### src/rtl/zion_bc_rr_burst_arbiter.sv
// zion_bc_rr_burst_arbiter
//   Round-robin burst arbiter. It shares one downstream stage among NUM_REQ
//   requesters. A grant lasts for a whole burst. The burst ends on a
//   transferred iLast, when the granted requester drops iReq, or when
//   MAX_BURST beats have transferred. One IDLE cycle always separates bursts.
// Ports
//   clk, rst  : clock and synchronous active-high reset
//   iReq      : per-requester request/valid
//   iLast     : per-requester last-beat flag, only acted on with a transfer
//   iDat      : packed requester data, requester k at [k*DW +: DW]
//   oRdy      : per-requester ready, one-hot on the granted index or zero
//   oVld/oDat : downstream valid/data (combinational pass-through of grant)
//   oSrc      : index of the granted requester
//   iRdy      : downstream ready
module zion_bc_rr_burst_arbiter #(
  parameter int unsigned NUM_REQ   = 4,
  parameter int unsigned DW        = 32,
  parameter int unsigned MAX_BURST = 16,
  localparam int unsigned IDX_W    = $clog2(NUM_REQ)
) (
  input  logic                  clk,
  input  logic                  rst,
  input  logic [NUM_REQ-1:0]    iReq,
  input  logic [NUM_REQ-1:0]    iLast,
  input  logic [NUM_REQ*DW-1:0] iDat,
  output logic [NUM_REQ-1:0]    oRdy,
  output logic                  oVld,
  output logic [DW-1:0]         oDat,
  output logic [IDX_W-1:0]      oSrc,
  input  logic                  iRdy
);

  localparam int unsigned CNT_W = $clog2(MAX_BURST + 1);

  typedef enum logic {
    IDLE = 1'b0,
    BUSY = 1'b1
  } state_t;

  state_t            state_q, state_d;
  logic [IDX_W-1:0]  gnt_q, gnt_d;
  logic [IDX_W-1:0]  ptr_q, ptr_d;
  logic [CNT_W-1:0]  cnt_q, cnt_d;

  logic              found;
  logic [IDX_W-1:0]  pick;
  logic [IDX_W-1:0]  cand;
  int unsigned       idx;
  logic [DW-1:0]     dat_sel;
  logic [IDX_W-1:0]  ptr_inc;
  logic              req_g;
  logic              last_g;
  logic              xfer;

  // Search for the first requester, starting at ptr and wrapping.
  always_comb begin
    found = 1'b0;
    pick  = '0;
    idx   = 0;
    cand  = '0;
    for (int unsigned i = 0; i < NUM_REQ; i++) begin
      idx  = (32'(ptr_q) + i) % NUM_REQ;
      cand = IDX_W'(idx);
      if (!found && iReq[cand]) begin
        found = 1'b1;
        pick  = cand;
      end
    end
  end

  always_comb begin
    dat_sel = '0;
    for (int unsigned k = 0; k < NUM_REQ; k++) begin
      if (gnt_q == IDX_W'(k)) begin
        dat_sel = iDat[k*DW +: DW];
      end
    end
  end

  assign ptr_inc = (gnt_q == IDX_W'(NUM_REQ - 1)) ? '0 : gnt_q + IDX_W'(1);
  assign req_g   = iReq[gnt_q];
  assign last_g  = iLast[gnt_q];

  always_ff @(posedge clk) begin
    if (rst) begin
      state_q <= IDLE;
      gnt_q   <= '0;
      ptr_q   <= '0;
      cnt_q   <= '0;
    end else begin
      state_q <= state_d;
      gnt_q   <= gnt_d;
      ptr_q   <= ptr_d;
      cnt_q   <= cnt_d;
    end
  end

  always_comb begin
    state_d = state_q;
    gnt_d   = gnt_q;
    ptr_d   = ptr_q;
    cnt_d   = cnt_q;
    oVld    = 1'b0;
    oRdy    = '0;
    oDat    = '0;
    oSrc    = gnt_q;
    xfer    = 1'b0;

    case (state_q)
      IDLE: begin
        if (found) begin
          gnt_d   = pick;
          state_d = BUSY;
          cnt_d   = '0;
        end
      end
      BUSY: begin
        oVld        = req_g;
        oDat        = dat_sel;
        oRdy[gnt_q] = iRdy;
        xfer        = req_g & iRdy;
        if (xfer) begin
          cnt_d = cnt_q + CNT_W'(1);
        end
        if (!req_g || (xfer && (last_g || cnt_q == CNT_W'(MAX_BURST - 1)))) begin
          state_d = IDLE;
          ptr_d   = ptr_inc;
        end
      end
      default: state_d = IDLE;
    endcase

    // A reset cycle abandons any burst, so it must not offer a handshake.
    if (rst) begin
      oVld = 1'b0;
      oRdy = '0;
      oDat = '0;
    end
  end

endmodule
### config.mk
export PLATFORM = sky130hd
export DESIGN_NAME = zion_bc_rr_burst_arbiter
export DESIGN_NICKNAME = d
export VERILOG_FILES = /design/src/rtl/zion_bc_rr_burst_arbiter.sv
export SDC_FILE = /design/constraint.sdc
export NUM_CORES = 1
export LEC_CHECK = 0
export CAP_MARGIN = 20
export CORE_ASPECT_RATIO = 0.7
export CORE_UTILIZATION = 30
export CTS_CLUSTER_DIAMETER = 80
export CTS_CLUSTER_SIZE = 28
export DETAILED_ROUTE_END_ITERATION = 16
export GPL_TIMING_DRIVEN = 0
export PLACE_DENSITY = 0.81
export RECOVER_POWER = 25
export REMOVE_ABC_BUFFERS = 1
export SYNTH_ARGS = -nofsm -noshare
export SYNTH_HDL_FRONTEND = slang
export SYNTH_SLANG_ARGS = --single-unit
### constraint.sdc
create_clock -name clk -period 2.65 [get_ports clk]
set_clock_uncertainty 0.1 [all_clocks]
set_input_delay 0.265 -clock clk [delete_from_list [all_inputs] [get_ports clk]]
set_output_delay 0.265 -clock clk [all_outputs]
set_load 0.01 [all_outputs]
; ---- Word level (Yosys, flattened, before mapping)
; Cells that the tools add are included.
[word_totals]
elab_cells = 78
input_bits = 139
ff_bits = 10
out_inout_bits = 39
[classes]
magnitude_cmp = 6
eq_ne = 6
n_mux = 39
n_addsub = 5
n_bitwise = 3
reduce_logical = 15
[op_table]
columns = op, count
row1 = $mux 32, 6
row2 = $lt 2x3->1 const B, 5
row3 = $mux 1, 15
row4 = $bmux 1 s2, 6
row5 = $mux 2, 5
row6 = $mux 5, 2
row7 = $pmux 5 s2, 1
row8 = $mux 4, 2
row9 = $reduce_and 2->1, 3
row10 = $add 5x1->5 const B, 1
row11 = $eq 5x4->1 const B, 1
row12 = $logic_and 1x1->1, 5
row13 = $add 2x1->2 const B, 2
row14 = $add 2x2->2 const B, 2
row15 = $and 4x4->4, 1
row16 = $eq 2x2->1 const B, 2
row17 = $logic_not 1->1, 4
row18 = $demux 1 s2, 1
row19 = $eq 2x1->1 const B, 1
row20 = $ge 2x1->1 const B, 1
row21 = $logic_not 2->1, 1
row22 = $logic_or 1x1->1, 2
row23 = $ne 2x1->1 const B, 1
row24 = $ne 2x2->1 const B, 1
row25 = 3 further kinds, 3

; ---- Longest topological paths before layout
; Gate-level depths: netlist (run 1).
[depth]
depth_word = 14
ltp_mapped = 9
mapped_depth_nobuf = 7

; ---- Worst setup path after synthesis (run 1)
; OpenSTA, ideal clock, no wires.
[synth_path]
kind = reg-to-output
from = reg gnt_q[1], in the netlist oSrc[1]
to = out oDat[10]
arrival_ps = 1916
t_required_ps = 2285
stages_incl_launch_ff = 10
slack_ps = 369
n_path_buf = 3
cell_sequence = dfxtp_1 > inv_1 > ha_1 > clkbuf_1 > nor2b_1 > clkbuf_1 > buf_2 > a221oi_1 > a211o_1 > a21oi_1
[synth_via]
elab_chain_cells = 7
elab_cells_between_ends = 10
classes_between = eq/ne: 3 / mux: 6 / reduce/logical: 1
[synth_lines]
columns = element, line
row1 = from (decl), 41  ; logic [IDX_W-1:0] gnt_q, gnt_d;
row2 = from (signal assigned), 92  ; gnt_q <= gnt_d;
row3 = $logic_not 2->1, 74  ; if (gnt_q == IDX_W'(k)) begin
row4 = $mux 32 (3 in a row), 74
row5 = $mux 32 (*), 74
row6 = $mux 32 (*), 109  ; case (state_q)
row7 = $mux 32 (*), 134  ; if (rst) begin
row8 = to (decl), 28  ; output logic [DW-1:0] oDat,
; Mark *: on every way between the ends. The rest lies on a longest branch, timed or not.

; ---- Final worst setup path (run 1)
[layout_path]
from = reg gnt_q[0], in the netlist oSrc[0]
to = out oDat[16]
; Same word-level chain as after synthesis.

==> results.json, run 1 <==
{
  "finalHoldViolations": 0,
  "track_usage_pct": 23.90,
  "start_kind": "register",
  "crit_arrival_ns": 2.17,
  "placed_cell_area_um2": 3641,
  "synth_area_leaders": "a221oi_1, a211o_1, dfxtp_1",
  "worst_slack_ns": 0.1194,
  "drive_above_1_share_pct": 9.885,
  "firstDrtPassIters": 4,
  "setup_viol_count_final": 0,
  "gp_congestion": 0.8556,
  "async_reset_ff_share_pct": 0,
  "cts_tree": "built",
  "first_iter_violations": 183,
  "synth_cell_types": 39,
  "grt_remaining_overflow": 0,
  "area_delta_synth_final_pct": 107.8,
  "maxSlewHeadroom_pct": 56.99,
  "finalCritPeriodShare_pct": 95.49,
  "max-cap-violations": 0,
  "drc_errors": 0,
  "worst_pin_slew_ns": 0.6393,
  "ys_warn_count": 0,
  "max_freq_mhz": 395.2,
  "root_buffer": "clkbuf_8",
  "netlist_area_um2": 1784,
  "p_per_area_nw_per_um2": 279.4,
  "initial_core_util_pct": 31.16,
  "clock_latency_ns": 0.23,
  "final_nets": 581,
  "final_area_um2": 3707,
  "design.core.area_um2": 5727,
  "yosysMostFrequentCell": "inv_1",
  "cts_max_path_buffers": 2,
  "dp_slack_ns": -0.7952,
  "netlist_instances": 274,
  "htreeDepth": 1,
  "hold_buffers": 0,
  "routed_wl_mm": 8.127,
  "critical_path_class": "register to output pin",
  "syn_area_per_cell_um2": 6.512,
  "p_leak_nw": 1.611,
  "cp_max_fo": 19,
  "cts.sink_count": 10,
  "via_per_inst": 5.276,
  "rsz0062_at_grt": "false",
  "run_status": "finished, final reports clean",
  "via_count": 2691,
  "seq_area_frac_synth_pct": 11.22,
  "power_w": 0.001036,
  "ys.flop_type": "dfxtp_1",
  "post-route-util_pct": 64.74,
  "route.antenna.remaining_nets": 0,
  "synth_commonest_cells": "inv_1, a21oi_1, nand2_1",
  "period_needed_ns": 2.531,
  "grt_pass1_vias": 2292,
  "min_from": "cnt_q[4]",
  "final-max-slew-violation-count": 0,
  "die_w_um": 94.18,
  "netlist.top_cell.by_area": "a221oi_1",
  "rows": 23,
  "grt_max_degree": 47,
  "irDropWorstVdd_uv": 215.7,
  "reg2reg_from": "cnt_q[0]",
  "die_h_um": 66.52,
  "synth_edf_count": 0,
  "antenna_found_initial": 0,
  "synth_top_area_share_pct": 16.20,
  "critPathLaunch": "oSrc[0]",
  "cts_buffers": 3,
  "dp_hpwl_mm": 6.196,
  "crit_required_ns": 2.29,
  "grt_pass1_wl_mm": 11.59,
  "n_antenna_cell": 0,
  "port_buffers": 177,
  "n_fill_cell": 544,
  "post_drt_wl_per_cell_um": 15.94,
  "die_area_um2": 6265,
  "hp-class": "register to register",
  "io_pins": 178,
  "path_clk_slew_ns": 0.05,
  "ys_ff_latch": 10,
  "end_kind": "output pin"
}
worst paths after layout:
path,endpoint,slack [ns],cells after the start
setup / recovery,oDat[16],0.12,9
hold / removal,cnt_q[4],0.37,2
setup reg to reg,ptr_q[0],0.63,7
hold reg to reg,cnt_q[4],0.37,2
metal layers:
metal / global-route usage, % / part of all wire (%) / up-vias
met5: 0 / 0 / -
met4: 3.462 / 0.86 / 0
met2: 41.30 / 49 / 125
met1: 32.18 / 42 / 1237
met3: 3.082 / 8.4 / 6
li1: - / - / 1323
final cells by class:
type	instances	area, µm²	area share [%]
multi-input combinational	195	1360	36.69
timing repair buffer	187	1844	49.75
tap	75	93.84	2.531
inverter	39	146.4	3.949
sequential	10	207.7	5.602
clock buffer	4	55.05	1.485
registers in the layout, indices dropped and copies added, names as in the netlist:
signal / cells
oSrc: 2
ptr_q: 2
cnt_q: 5
state_q: 1
stage by stage:
stage,TNS (ns),hold WS (ns),std cells
6_report,0,0.3715,510
5_1_grt,0,0.4089,510
4_1_cts,0,0.3741,510
3_5_place_dp,-21.89,0.3672,501
3_3_place_gp,-73.41,0.3562,496
2_1_floorplan,-21.21,0.2341,244
where the power goes:
group	internal, W	leakage [nW]	total (W)	switching, W
Combinational	0.000413	1.50	0.000669	0.000256
Sequential	0.000158	0.0829	0.000175	0.0000166
Clock	0.000131	0.0288	0.000192	0.0000614
Total	0.000702	1.61	0.00104	0.000334
cell usage in the layout (no fill, tap or decap), types with 2 or more instances in the layout:
cell type | synthesis | routed
clkdlybuf4s15_1 | 0 | 4
and3_1 | 6 | 6
a211o_1 | 32 | 32
buf_12 | 0 | 3
dlygate4sd3_1 | 0 | 2
nand2_1 | 37 | 37
ha_1 | 6 | 2
inv_1 | 38 | 36
a31oi_1 | 2 | 2
clkdlybuf4s50_1 | 0 | 143
nand3_1 | 2 | 3
clkbuf_8 | 0 | 4
buf_16 | 0 | 2
a221oi_1 | 33 | 33
clkbuf_2 | 0 | 14
nor3_1 | 2 | 2
a21oi_1 | 37 | 36
o21ai_0 | 1 | 2
dfxtp_4 | 0 | 2
dlygate4sd2_1 | 0 | 14
ha_4 | 0 | 3
buf_4 | 0 | 4
nor2b_1 | 5 | 4
dfxtp_1 | 10 | 8
mux2i_1 | 4 | 4
inv_2 | 1 | 3
nor2_1 | 8 | 8
cells by family after synthesis:
family	Yosys count	synth area share (%)
muxes	7	4.768
AOI/OAI and AO/OA	111	45.58
buffers and inverters	69	15.29
xor gates and xnor gates	1	0.4910
and+or+nand+nor	70	18.44
adders and majority gates	6	4.207
DFF	10	11.22
what timing repair did:
item / 4_1_cts / 5_1_grt
hold endpoints to repair: 0 / 0
cloned: 0 / 0
buffers inserted: 5 / 0
gates resized for setup: 42 / 36
pin swaps: 0 / 0
endpoints found under the setup margin: 33 / 20
critical path, cell delays in order, from the launching register on:
cell and delay [ns]:
dfxtp_4 0.40, inv_2 0.10, ha_2 0.19, nor2b_4 0.19, buf_4 0.15, buf_16 0.15
a221oi_1 0.08, a211o_1 0.27, a21oi_1 0.15, clkdlybuf4s15_1 0.26
No activity file was read; power rests on OpenSTA's default activity.
==> run 2, diff against run 1 <==
--- a/config.mk
+++ b/config.mk
@@ -14,7 +14,6 @@
 export GPL_TIMING_DRIVEN = 0
 export PLACE_DENSITY = 0.81
 export RECOVER_POWER = 25
-export REMOVE_ABC_BUFFERS = 1
 export SYNTH_ARGS = -nofsm -noshare
 export SYNTH_HDL_FRONTEND = slang
 export SYNTH_SLANG_ARGS = --single-unit
==> results.json, run 2 (synthesis gave the netlist of run 1 again) <==
{
  "period_needed_ns": 2.581,
  "syn-num-nets": 419,
  "max-cap-violations": 0,
  "crit_arrival_ns": 2.22,
  "cts_buffers": 3,
  "critical_path_class": "register to output pin",
  "path_buf_inv": 6,
  "die_w_um": 94.18,
  "end_kind": "output pin",
  "instances_no_fill": 531,
  "finalHoldViolations": 0,
  "track_usage_pct": 24.48,
  "path_clk_slew_ns": 0.05,
  "cpPeakStageDelay_ns": 0.37,
  "worst_pin_slew_ns": 0.6153,
  "power_w": 0.001076,
  "via_per_inst": 5.315,
  "post_drt_wl_per_cell_um": 16.04,
  "top_register": "cnt_q",
  "reg2reg_from": "cnt_q[0]",
  "rows": 23,
  "area_delta_synth_final_pct": 111.8,
  "rsz0062_at_grt": "true",
  "run_status": "finished, final reports clean",
  "dp_cells": 526,
  "htreeDepth": 1,
  "finalCritPeriodShare_pct": 97.40,
  "cp_cell_sequence": "buf_6, inv_1, ha_2, nor2b_1, buf_4, buf_12, buf_8, a221oi_2, a211o_1, a21oi_1, buf_2",
  "route.antenna.remaining_nets": 0,
  "root_buffer": "clkbuf_8",
  "hp-class": "register to register",
  "design.core.area_um2": 5727,
  "cts_tree": "built",
  "hold_end": "cnt_q[4]",
  "setup_viol_count_final": 0,
  "min_from": "cnt_q[4]",
  "via_count": 2822,
  "max_freq_mhz": 387.4,
  "die_area_um2": 6265,
  "port_buffers": 177,
  "hold_buffers": 0,
  "crit_required_ns": 2.29,
  "start_kind": "register",
  "p_leak_nw": 1.648,
  "clock_latency_ns": 0.24,
  "dp_hpwl_mm": 6.673,
  "antenna_found_initial": 0,
  "p_per_area_nw_per_um2": 284.7,
  "routed_wl_mm": 8.516,
  "reg2reg_depth": 7,
  "grt_pass1_wl_mm": 11.94,
  "irDropWorstVdd_uv": 137.4,
  "first_iter_violations": 85,
  "final_common_cell": "clkdlybuf4s50_1",
  "io_pins": 178,
  "drive_above_1_share_pct": 17.54,
  "final_nets": 602,
  "initial_core_util_pct": 31.16,
  "largest_reg_flops": 5,
  "slowest_stage": "dfxtp_2",
  "r2r_end": "ptr_q[0]",
  "gp_congestion": 0.8089,
  "drc_errors": 0,
  "final_cell_mix": "clkdlybuf4s50_1, inv_1, nand2_1",
  "r2r_setup_slack_ns": 0.70,
  "n_antenna_cell": 0,
  "grt_remaining_overflow": 0,
  "die_h_um": 66.52,
  "cp_max_fo": 10,
  "cp_top_family": "buffers and inverters",
  "cts.sink_count": 10,
  "cts_max_path_buffers": 2,
  "firstDrtPassIters": 5,
  "hold_path_depth": 2,
  "final-max-slew-violation-count": 0,
  "grt_max_degree": 11,
  "post-route-util_pct": 65.98,
  "maxSlewHeadroom_pct": 58.60,
  "grt_pass1_vias": 2480
}
run 2: changes by cell type in the layout (fill, tap and decap cells not counted), moves of 3 or more:
cell / previous run / this run
a21oi_1: 36 / 32
a21oi_2: 1 / 5
a221oi_1: 33 / 20
a221oi_2: 0 / 13
buf_2: 0 / 19
clkbuf_1: 0 / 9
clkdlybuf4s15_2: 0 / 3
dlygate4sd2_1: 14 / 3
ha_4: 3 / 0
run 2: worst reg2reg max path, stage by stage, from the launching register on:
cell and delay (ns):
dfxtp_1 0.32, ha_1 0.22, and3_1 0.19, ha_1 0.19, nor2b_1 0.12, a221oi_1 0.09
o21ai_1 0.26, mux2_1 0.35
run 2: layout make-up:
class / instances / area [µm²]
fillers: 500 / 1948
repair buffers: 180 / 1687
clock buffers: 4 / 55.05
multi-input cells: 195 / 1416
plain buffers: 28 / 175.2
well taps: 75 / 93.84
inverters: 39 / 146.4
flip-flops and latches: 10 / 205.2
run 2: how the worst max path moves through the flow:
stage,start,to,slack (ns),cells past startpoint
6_report,oSrc[0],oDat[15],0.07,11
5_1_grt,oSrc[0],oDat[15],-0.02,11
4_1_cts,oSrc[0],oDat[19],-0.07,11
3_5_place_dp,oSrc[1],oDat[29],-0.45,10
3_3_place_gp,oSrc[1],oDat[29],-0.38,10
2_1_floorplan,oSrc[1],oDat[10],0.37,9
run 2: per-stage QoR:
step | hold slack, ns | setup TNS (ns) | worst slack [ns] | area (µm²)
detailed placement | 0.3760 | -12.79 | -0.4531 | 3650
global placement | 0.3562 | -10.57 | -0.3818 | 3650
CTS | 0.3825 | -0.3017 | -0.07100 | 3721
finish | 0.3833 | 0 | 0.06899 | 3779
global route | 0.4223 | -0.08925 | -0.02445 | 3779
floorplan | 0.3479 | 0 | 0.3690 | 1784
run 2: repair_timing:
item | CTS | global route
gates resized for setup | 109 | 55
pin swaps | 1 | 2
setup buffers | 2 | 1
endpoints found under the setup margin | 35 | 34
run 2: routing by layer:
metal / track usage [%] / up-vias / share of wire [%] / wire length (µm)
li1: - / 1374 / - / -
met1: 29.12 / 1321 / 40 / 3437
met2: 44.93 / 115 / 51 / 4358
met3: 5.594 / 12 / 7.4 / 634
met4: 4.808 / 0 / 1.0 / 87
met5: 0 / - / 0 / 0
run 2: power breakdown:
part | internal [W] | leakage (nW) | switching [W]
clock | 0.000130 | 0.0288 | 0.0000584
sequential | 0.000158 | 0.0826 | 0.00000875
combinational | 0.000430 | 1.54 | 0.000290
